File: config.mk
export PLATFORM = sky130hd
export DESIGN_NAME = stream_error_monitor
export DESIGN_NICKNAME = d
export VERILOG_FILES = /design/src/rtl/stream_error_monitor.sv
export SDC_FILE = /design/constraint.sdc
export NUM_CORES = 1
export LEC_CHECK = 0
export ABC_AREA = 1
export CAP_MARGIN = 10
export CORE_AREA = 10 10 157 159
export CTS_BUF_LIST = sky130_fd_sc_hd__clkbuf_8
export CTS_CLUSTER_SIZE = 14
export DETAILED_ROUTE_END_ITERATION = 12
export DIE_AREA = 0 0 167 169
export PLACE_DENSITY_LB_ADDON = 0.25
export SKIP_LAST_GASP = 1
export SLEW_MARGIN = 0
export SYNTH_ARGS = -nofsm -noshare
export SYNTH_HDL_FRONTEND = slang
export SYNTH_SLANG_ARGS = --single-unit
File: constraint.sdc
create_clock -name clk -period 4.9 [get_ports clk]
set_clock_uncertainty 0.2 [all_clocks]
set_input_delay 0.98 -clock clk [delete_from_list [all_inputs] [get_ports clk]]
set_output_delay 0.98 -clock clk [all_outputs]
set_load 0.01 [all_outputs]
File: src/rtl/stream_error_monitor.sv
// Aligns a reference stream to DUT outputs and reports per-channel wrap/absolute errors and mismatch statistics.
// Optional first-fail capture registers are built when STREAM_ERRMON_FIRST_FAIL_EN is defined.
module stream_error_monitor #(
    parameter int WIDTH    = 13,
    parameter int CHANNELS = 2,
    parameter int LATENCY  = 1,
    parameter int TOL      = 0,
    parameter int CNT_W    = 16
) (
    input  logic                      clk,
    input  logic                      reset,
    input  logic                      clear,
    input  logic                      ref_valid,
    input  logic [CHANNELS*WIDTH-1:0] ref_data,
    input  logic [CHANNELS*WIDTH-1:0] dut_data,
    output logic                      err_valid,
    output logic [CHANNELS*WIDTH-1:0] err_out,
    output logic [CHANNELS*WIDTH-1:0] abs_err,
    output logic [CHANNELS*WIDTH-1:0] max_abs_err,
    output logic [CHANNELS*CNT_W-1:0] mismatch_cnt,
    output logic [CNT_W-1:0]          sample_cnt,
    output logic                      fail,
    output logic [CNT_W-1:0]          first_fail_idx,
    output logic [CHANNELS-1:0]       first_fail_ch
);
    localparam int               DW      = CHANNELS * WIDTH;
    localparam logic [CNT_W-1:0] CNT_MAX = '1;
    localparam logic [CNT_W-1:0] CNT_ONE = 1;
    localparam logic [WIDTH-1:0] TOL_V   = WIDTH'(TOL);

    logic          al_valid;
    logic [DW-1:0] al_data;

    generate
        if (LATENCY == 0) begin : g_wire
            assign al_valid = ref_valid;
            assign al_data  = ref_data;
        end else begin : g_pipe
            logic [LATENCY-1:0] vld_q;
            logic [DW-1:0]      dat_q [LATENCY];

            always_ff @(posedge clk) begin
                if (reset) begin
                    vld_q <= '0;
                end else begin
                    vld_q[0] <= ref_valid;
                    for (int i = 1; i < LATENCY; i++) vld_q[i] <= vld_q[i-1];
                end
            end

            // NOTE: data stages carry no reset; only the valid bits decide whether an entry is used.
            always_ff @(posedge clk) begin
                dat_q[0] <= ref_data;
                for (int i = 1; i < LATENCY; i++) dat_q[i] <= dat_q[i-1];
            end

            assign al_valid = vld_q[LATENCY-1];
            assign al_data  = dat_q[LATENCY-1];
        end
    endgenerate

    logic [DW-1:0]       err_d;
    logic [DW-1:0]       abs_d;
    logic [CHANNELS-1:0] mis;

    // The borrow bit of the widened difference selects the subtraction order for |d|.
    for (genvar k = 0; k < CHANNELS; k++) begin : g_ch
        logic [WIDTH-1:0] r;
        logic [WIDTH-1:0] u;
        logic [WIDTH:0]   diff;
        assign r    = al_data[k*WIDTH +: WIDTH];
        assign u    = dut_data[k*WIDTH +: WIDTH];
        assign diff = {1'b0, r} - {1'b0, u};
        assign err_d[k*WIDTH +: WIDTH] = diff[WIDTH-1:0];
        assign abs_d[k*WIDTH +: WIDTH] = diff[WIDTH] ? (u - r) : (r - u);
        assign mis[k] = abs_d[k*WIDTH +: WIDTH] > TOL_V;
    end

    logic                      err_valid_q;
    logic [DW-1:0]             err_q, abs_q;
    logic [DW-1:0]             max_q, max_d;
    logic [CHANNELS*CNT_W-1:0] mcnt_q, mcnt_d;
    logic [CNT_W-1:0]          smp_q, smp_d;
    logic                      fail_q, fail_d;

    always_comb begin
        // NOTE: every next-state value defaults to its register first, so no path can infer a latch.
        smp_d  = smp_q;
        max_d  = max_q;
        mcnt_d = mcnt_q;
        fail_d = fail_q;
        if (clear) begin
            smp_d  = '0;
            max_d  = '0;
            mcnt_d = '0;
            fail_d = 1'b0;
        end else if (al_valid) begin
            if (smp_q != CNT_MAX) smp_d = smp_q + CNT_ONE;
            for (int k = 0; k < CHANNELS; k++) begin
                if (abs_d[k*WIDTH +: WIDTH] > max_q[k*WIDTH +: WIDTH])
                    max_d[k*WIDTH +: WIDTH] = abs_d[k*WIDTH +: WIDTH];
                if (mis[k] && (mcnt_q[k*CNT_W +: CNT_W] != CNT_MAX))
                    mcnt_d[k*CNT_W +: CNT_W] = mcnt_q[k*CNT_W +: CNT_W] + CNT_ONE;
            end
            if (|mis) fail_d = 1'b1;
        end
    end

    always_ff @(posedge clk) begin
        if (reset) begin
            err_valid_q <= 1'b0;
            err_q       <= '0;
            abs_q       <= '0;
            max_q       <= '0;
            mcnt_q      <= '0;
            smp_q       <= '0;
            fail_q      <= 1'b0;
        end else begin
            err_valid_q <= al_valid;
            if (al_valid) begin
                err_q <= err_d;
                abs_q <= abs_d;
            end
            max_q  <= max_d;
            mcnt_q <= mcnt_d;
            smp_q  <= smp_d;
            fail_q <= fail_d;
        end
    end

`ifdef STREAM_ERRMON_FIRST_FAIL_EN
    logic [CNT_W-1:0]    ff_idx_q, ff_idx_d;
    logic [CHANNELS-1:0] ff_ch_q, ff_ch_d;

    // Captured against the post-increment count, i.e. the sample_cnt shown alongside the first fail.
    always_comb begin
        ff_idx_d = ff_idx_q;
        ff_ch_d  = ff_ch_q;
        if (clear) begin
            ff_idx_d = '0;
            ff_ch_d  = '0;
        end else if (fail_d && !fail_q) begin
            ff_idx_d = smp_d;
            ff_ch_d  = mis;
        end
    end

    always_ff @(posedge clk) begin
        if (reset) begin
            ff_idx_q <= '0;
            ff_ch_q  <= '0;
        end else begin
            ff_idx_q <= ff_idx_d;
            ff_ch_q  <= ff_ch_d;
        end
    end

    assign first_fail_idx = ff_idx_q;
    assign first_fail_ch  = ff_ch_q;
`else
    assign first_fail_idx = '0;
    assign first_fail_ch  = '0;
`endif

    assign err_valid    = err_valid_q;
    assign err_out      = err_q;
    assign abs_err      = abs_q;
    assign max_abs_err  = max_q;
    assign mismatch_cnt = mcnt_q;
    assign sample_cnt   = smp_q;
    assign fail         = fail_q;

endmodule

Word level (Yosys, flattened, before mapping)

Memories as Yosys holds them, arrays and structs flattened.
Index checks and enable logic that the tools add are counted.

$add $sub $neg: 9
Multiply operators: 0
Div/mod/pow operators: 0
Magnitude comparators: 4
Equal/unequal tests: 3
Shift operators: 0
Muxes and demuxes: 2
Bitwise operators: 0
Reduce and logical (&&, ||, !) cells: 10

Operators by type and width:

| operator                                                       | count |
|---|---|
| subtractor 13 bit                                              | 4 |
| adder 16 x 1 -> 16 bit, second input constant                  | 3 |
| inequality test 16 bit, second input constant                  | 3 |
| subtractor 13 x 13 -> 14 bit                                   | 2 |
| greater-than comparator 13 x 1 -> 1 bit, second input constant | 2 |
| greater-than comparator 13 bit                                 | 2 |
| 2-to-1 mux 13 bit                                              | 2 |
| AND reduction 2 bit                                            | 6 |
| OR reduction 2 bit                                             | 2 |
| logical AND 1 bit                                              | 2 |

Register bits after elaboration: 129
Bits in latches: 0
Memory bits (writable): 26
Bits in read-only memories: 0
Bits of input ports: 56
Output and inout port bits: 146
Logic and storage cells: 39
Memories: 1

Memory list:

| name         | depth | width | rd ports | clocked after memory_dff | write ports | RTL line | RTL |
|---|---|---|---|---|---|---|---|
| g_pipe.dat_q | 1     | 26    | 1        | 0                        | 1           | 40       | `logic [DW-1:0] dat_q [LATENCY];` |

Depth between registers and ports, before layout

An unclocked memory read counts as a cell.

Depth after elaboration: 6
Mapped depth: 24
Depth with buffers taken out: 24

Least setup slack after synthesis

No wires, ideal clock.

Path kind: input-to-reg
Start point: in dut_data[16]
End point: reg max_q[15] (netlist: max_abs_err[15])
Library setup time: 129 ps
Arrival: 3572 ps
Required time: 4571 ps
Setup slack: 999 ps
Cell stages on the path: 23
Path buffers: 1
Cells stage by stage: inv_1 ha_1 buf_6 nand2_4 inv_2 nand2_2 nand2_1 nor2_2 nor2_2 nor2_4 nand2_1 nand2_1 inv_1 ha_1 nand2_1 inv_1 nand3_1 nor3b_1 a41oi_1 nand2_1 clkinv_1 o21ai_0 a21oi_1

Word-level cells in the longest chain between the ends: 4
Elaborated cells on any way between the ends: 6
Classes of those cells: add/sub (3); order compare (1); mux (1); reduce/logical (1)

RTL lines:

| item                                                              | RTL line | RTL |
|---|---|---|
| start: declaration                                                | 15       | `input logic [CHANNELS*WIDTH-1:0] dut_data,` |
| subtractor 13 bit or subtractor 13 x 13 -> 14 bit (tied branches) | 75, 73   |  |
| 2-to-1 mux 13 bit *                                               | 75       | `assign abs_d[k*WIDTH +: WIDTH] = diff[WIDTH] ? (u - r) : (r - u);` |
| named net abs_d[21]                                               | 63       | `logic [DW-1:0] abs_d;` |
| greater-than comparator 13 bit *                                  | 100      | `if (abs_d[k*WIDTH +: WIDTH] > max_q[k*WIDTH +: WIDTH])` |
| AND reduction 2 bit (no source line) *                            | -        |  |
| end signal: assignment                                            | 124      | `max_q <= max_d;` |
| end: declaration                                                  | 81       | `logic [DW-1:0] max_q, max_d;` |

Mark *: on every way through the listed nets, which the timed path passes. The rest lies on a longest branch.
A chain may end at the register's enable or synchronous reset.

Final worst setup path

Start point: in dut_data[17]
End point: reg max_q[21] (netlist: max_abs_err[21])

Word-level cells in the longest chain between the ends: 4
Elaborated cells on any way between the ends: 6
Classes of those cells: add/sub (3); order compare (1); mux (1); reduce/logical (1)

RTL lines:

| item                                                              | RTL line |
|---|---|
| subtractor 13 bit or subtractor 13 x 13 -> 14 bit (tied branches) | 75, 73 |
| 2-to-1 mux 13 bit *                                               | 75 |
| named net abs_d[21]                                               | 63 |
| greater-than comparator 13 bit                                    | 100 |
| AND reduction 2 bit (no source line)                              | - |

Marked as above.

==> run_results.csv <==
group,metric,value,unit
layout,layout_common_cells,"nand2_1, inv_1, clkdlybuf4s50_1",
sta,tightest_slew,1203,ps
layout,layout.cells.most_common,"nand2_1",
logic_synthesis,synth.cell_area,0.01065,mm²
logic_synthesis,synth_top_area_cell,"dfxtp_1",
setup_path,worstSetupPathType,"in2reg",
pwr,p_seq_share,38.1,%
sta,rsz0062_at_grt,"false",
layout,utilization,60.69,%
setup_path,end_kind,"flop",
route,ant_nets,0,
route,vias,10654,
clock_tree,cts_hold_buffers,0,
clock_tree,root_buffer,"clkbuf_8",
layout,antenna_cells,0,
logic_synthesis,synth-edff-count,0,
grt,grt_max_degree,62,
setup_path,crit_arrival,4520,ps
layout,fin_nets,1946,
logic_synthesis,synth_compound_gate_area_share,9.150,%
die,start_util,49.43,%
setup_path,crit_end,"max_abs_err[21]",
logic_synthesis,syn_area_per_cell,6.515,µm²
sta,setup_violations,0,
pwr,p_clk_share,31.1,%
pwr,p_sw_share,35.07,%
die,core,0.02155,mm²
setup_path,startpoint,"dut_data[17]",
outcome,status,"finished, final reports clean",
setup_path,reg2regPathDepth,21,
clock_tree,cts_tree,"built",
clock_tree,clk_pin_slew_worst_paths,90,ps
sta,slew_viol_final,0,
clock_tree,cts_buffer_depth,2,
clock_tree,cts_max_level,4,
logic_synthesis,yosys.area_share.adder,10.03,%
grt,grt_usage,21.23,%
setup_path,r2r-start,"g_pipe.dat_q[0][17]",
logic_synthesis,synthArstFlopShare,0,%
route,routed_via_density,5.078,
clock_tree,cts_inserted_buffers,17,
die,placementRows,54,
place,place.gp.congestion,0.9270,
place,dpl.hpwl,24.57,mm
sta,slew_headroom,19.59,%
job,max-cap-violations,0,
die,ios,202,
layout,fillCellCount,2044,
setup_path,cp.required,5050,ps
grt,grt_pass1_wl,50.23,mm
route,drt-total-wl,30.85,mm
logic_synthesis,synth.area.top_cells,"dfxtp_1, nand2_1, inv_1, ha_1, nand3_1",
clock_tree,cts_resized,0,
logic_synthesis,synthCells,1635,
pwr,cellPowerDensity,269.2,mW/mm²
setup_path,r2r_end,"max_abs_err[21]",
hold_path,worst_hold_path_type,"reg2reg",
logic_synthesis,muxShareOfSynthArea,0,%
clock_tree,clock-sinks,153,
route,drt_iter0_markers,877,
logic_synthesis,synth-main-ff-cell,"dfxtp_1",
route,drtPass1Iterations,7,
place,port_buffers,183,
logic_synthesis,yosys.area_share.simple,35.73,%
logic_synthesis,yosysTopAreaCellShare,28.75,%
die,dieArea,0.02822,mm²
sta,hold_viol_final,0,
sta,period_needed,4370,ps
logic_synthesis,yosysSeqAreaShare,28.75,%
route,drcViolationCount,0,
sta,max_freq,228.8,MHz
sta,min_period_over_period,89.18,%
setup_path,start_kind,"input pin",
grt,grt_overflow,0,
pwr,p_leak,6.175,nW
logic_synthesis,yosys_warnings,0,
grt,grt_pass1_vias,10067,
logic_synthesis,synth.ff_latch_count,153,
clock_tree,postCtsSetupBuffers,0,
pwr,combPwrFrac,30.8,%
logic_synthesis,ys_types,48,
logic_synthesis,synth_xor_xnor_area_share,1.151,%
logic_synthesis,synth_top_family_by_area,"simple AND/OR/NAND/NOR gates",
layout,syn2layout_area_growth,22.80,%
setup_path,worstPathMaxFanout,10,
setup_path,r2r_setup_slack,1250,ps
pwr,vdd_drop_max,0.1759,mV
layout,drive_gt1_share,7.041,%
sta,finalSetupTns,0,ps
route,wire_per_inst,14.70,µm
grt,antenna_found_initial,0,
pwr,power_switching,1.235,mW
die,fp.dieW,167,µm
die,fp.dieH,169,µm
clock_tree,clk_latency,470,ps
pwr,internal-power,2.287,mW
[cell families (layout without fill, tap and decap cells)]
logic type	after synthesis	count (layout)
AND/OR/NAND/NOR	823	823
buffers and inverters	386	552
AO/OA/AOI/OAI	175	175
flip-flops	153	153
adder cells (fa/ha/maj)	83	83
XOR/XNOR	14	14
other	1	18
[power groups by stage]
stage / Combinational [mW] / Sequential [mW] / Clock, mW
floorplan: 0.691 / 1.38 / 0
global placement: 1.06 / 1.37 / 0
global route: 1.22 / 1.35 / 1.17
CTS: 1.08 / 1.34 / 1.12
detailed placement: 1.07 / 1.37 / 0
finish: 1.08 / 1.34 / 1.10
[cells in the mapped netlist, types with 4 or more instances]
cell type / count
nor3_1: 19
o21ai_0: 72
nand2_1: 396
nor2_2: 16
xor2_1: 12
inv_1: 309
a21oi_1: 65
and2_1: 4
nand4_2: 9
nor2_4: 5
buf_4: 21
clkbuf_1: 23
nand3_1: 148
nor2_1: 123
nand3b_1: 4
o211ai_1: 13
fa_1: 4
nand3_2: 6
nand2_2: 21
dfxtp_1: 153
a31oi_1: 7
nand4_1: 49
inv_2: 9
ha_1: 79
buf_2: 9
buf_6: 7
o21ai_1: 4
nor4_1: 9
nand2_4: 6
[per-stage QoR]
stage / instances / instance area, µm² / setup slack, ps / hold WS [ps] / total power [mW]
global placement: 2068 / 12650 / 116.3 / 238.6 / 2.425
finish: 2098 / 13080 / 530.2 / 252.2 / 3.522
global route: 2098 / 13080 / 164.8 / 293.8 / 3.734
detailed placement: 2068 / 12650 / 72.55 / 244.5 / 2.443
floorplan: 1652 / 10720 / 998.8 / 274.0 / 2.073
CTS: 2098 / 13080 / 566.7 / 257.0 / 3.543
[final cells by class]
cell class / count / area [µm²] / area share [%]
Multi-Input combinational cell: 1113 / 6047 / 46.23
Sequential cell: 153 / 3064 / 23.42
Timing Repair Buffer: 201 / 1979 / 15.13
Inverter: 321 / 1205 / 9.211
Tap cell: 280 / 350.3 / 2.678
Clock buffer: 18 / 247.7 / 1.894
Clock inverter: 12 / 187.7 / 1.435
[worst max-delay path, cell delays in order]
cell,delay [ps]
clkdlybuf4s50_1,480
inv_1,50
ha_1,400
nand2_1,100
nand2_1,100
inv_2,80
nand2_1,80
nor2_2,140
nor2_2,70
nor2_4,210
nand2_1,90
nand2_1,160
inv_1,90
ha_1,300
nand2_1,50
inv_1,90
nand3_1,100
nor3b_1,200
a41oi_1,120
nand2_1,100
clkinv_1,200
o21ai_0,250
a21oi_1,70
[layer usage]
metal  track usage [%]  wire, µm  part of all wire [%]
met1             27.04     14110                    46
met2             35.18     14250                    46
met4             4.315       294                  0.95
met5                 0         0                     0
met3             5.813      2190                   7.1
[sequential cells by signal, indices dropped and copies added, names as in the netlist]
register,flops
abs_err,24
al_valid,1
err_out,26
err_valid,1
fail,1
g_pipe.dat_q,26
max_abs_err,26
mismatch_cnt,32
sample_cnt,16
[how the worst min path moves through the flow]
stage                     startpoint   end  slack, ps  depth (start not counted)
after floorplan                 fail  fail        270                          2
after global placement          fail  fail        240                          2
after detailed placement        fail  fail        240                          2
after CTS                       fail  fail        260                          2
after global routing            fail  fail        290                          2
final                           fail  fail        250                          2
No activity file was read; power rests on OpenSTA's default activity.
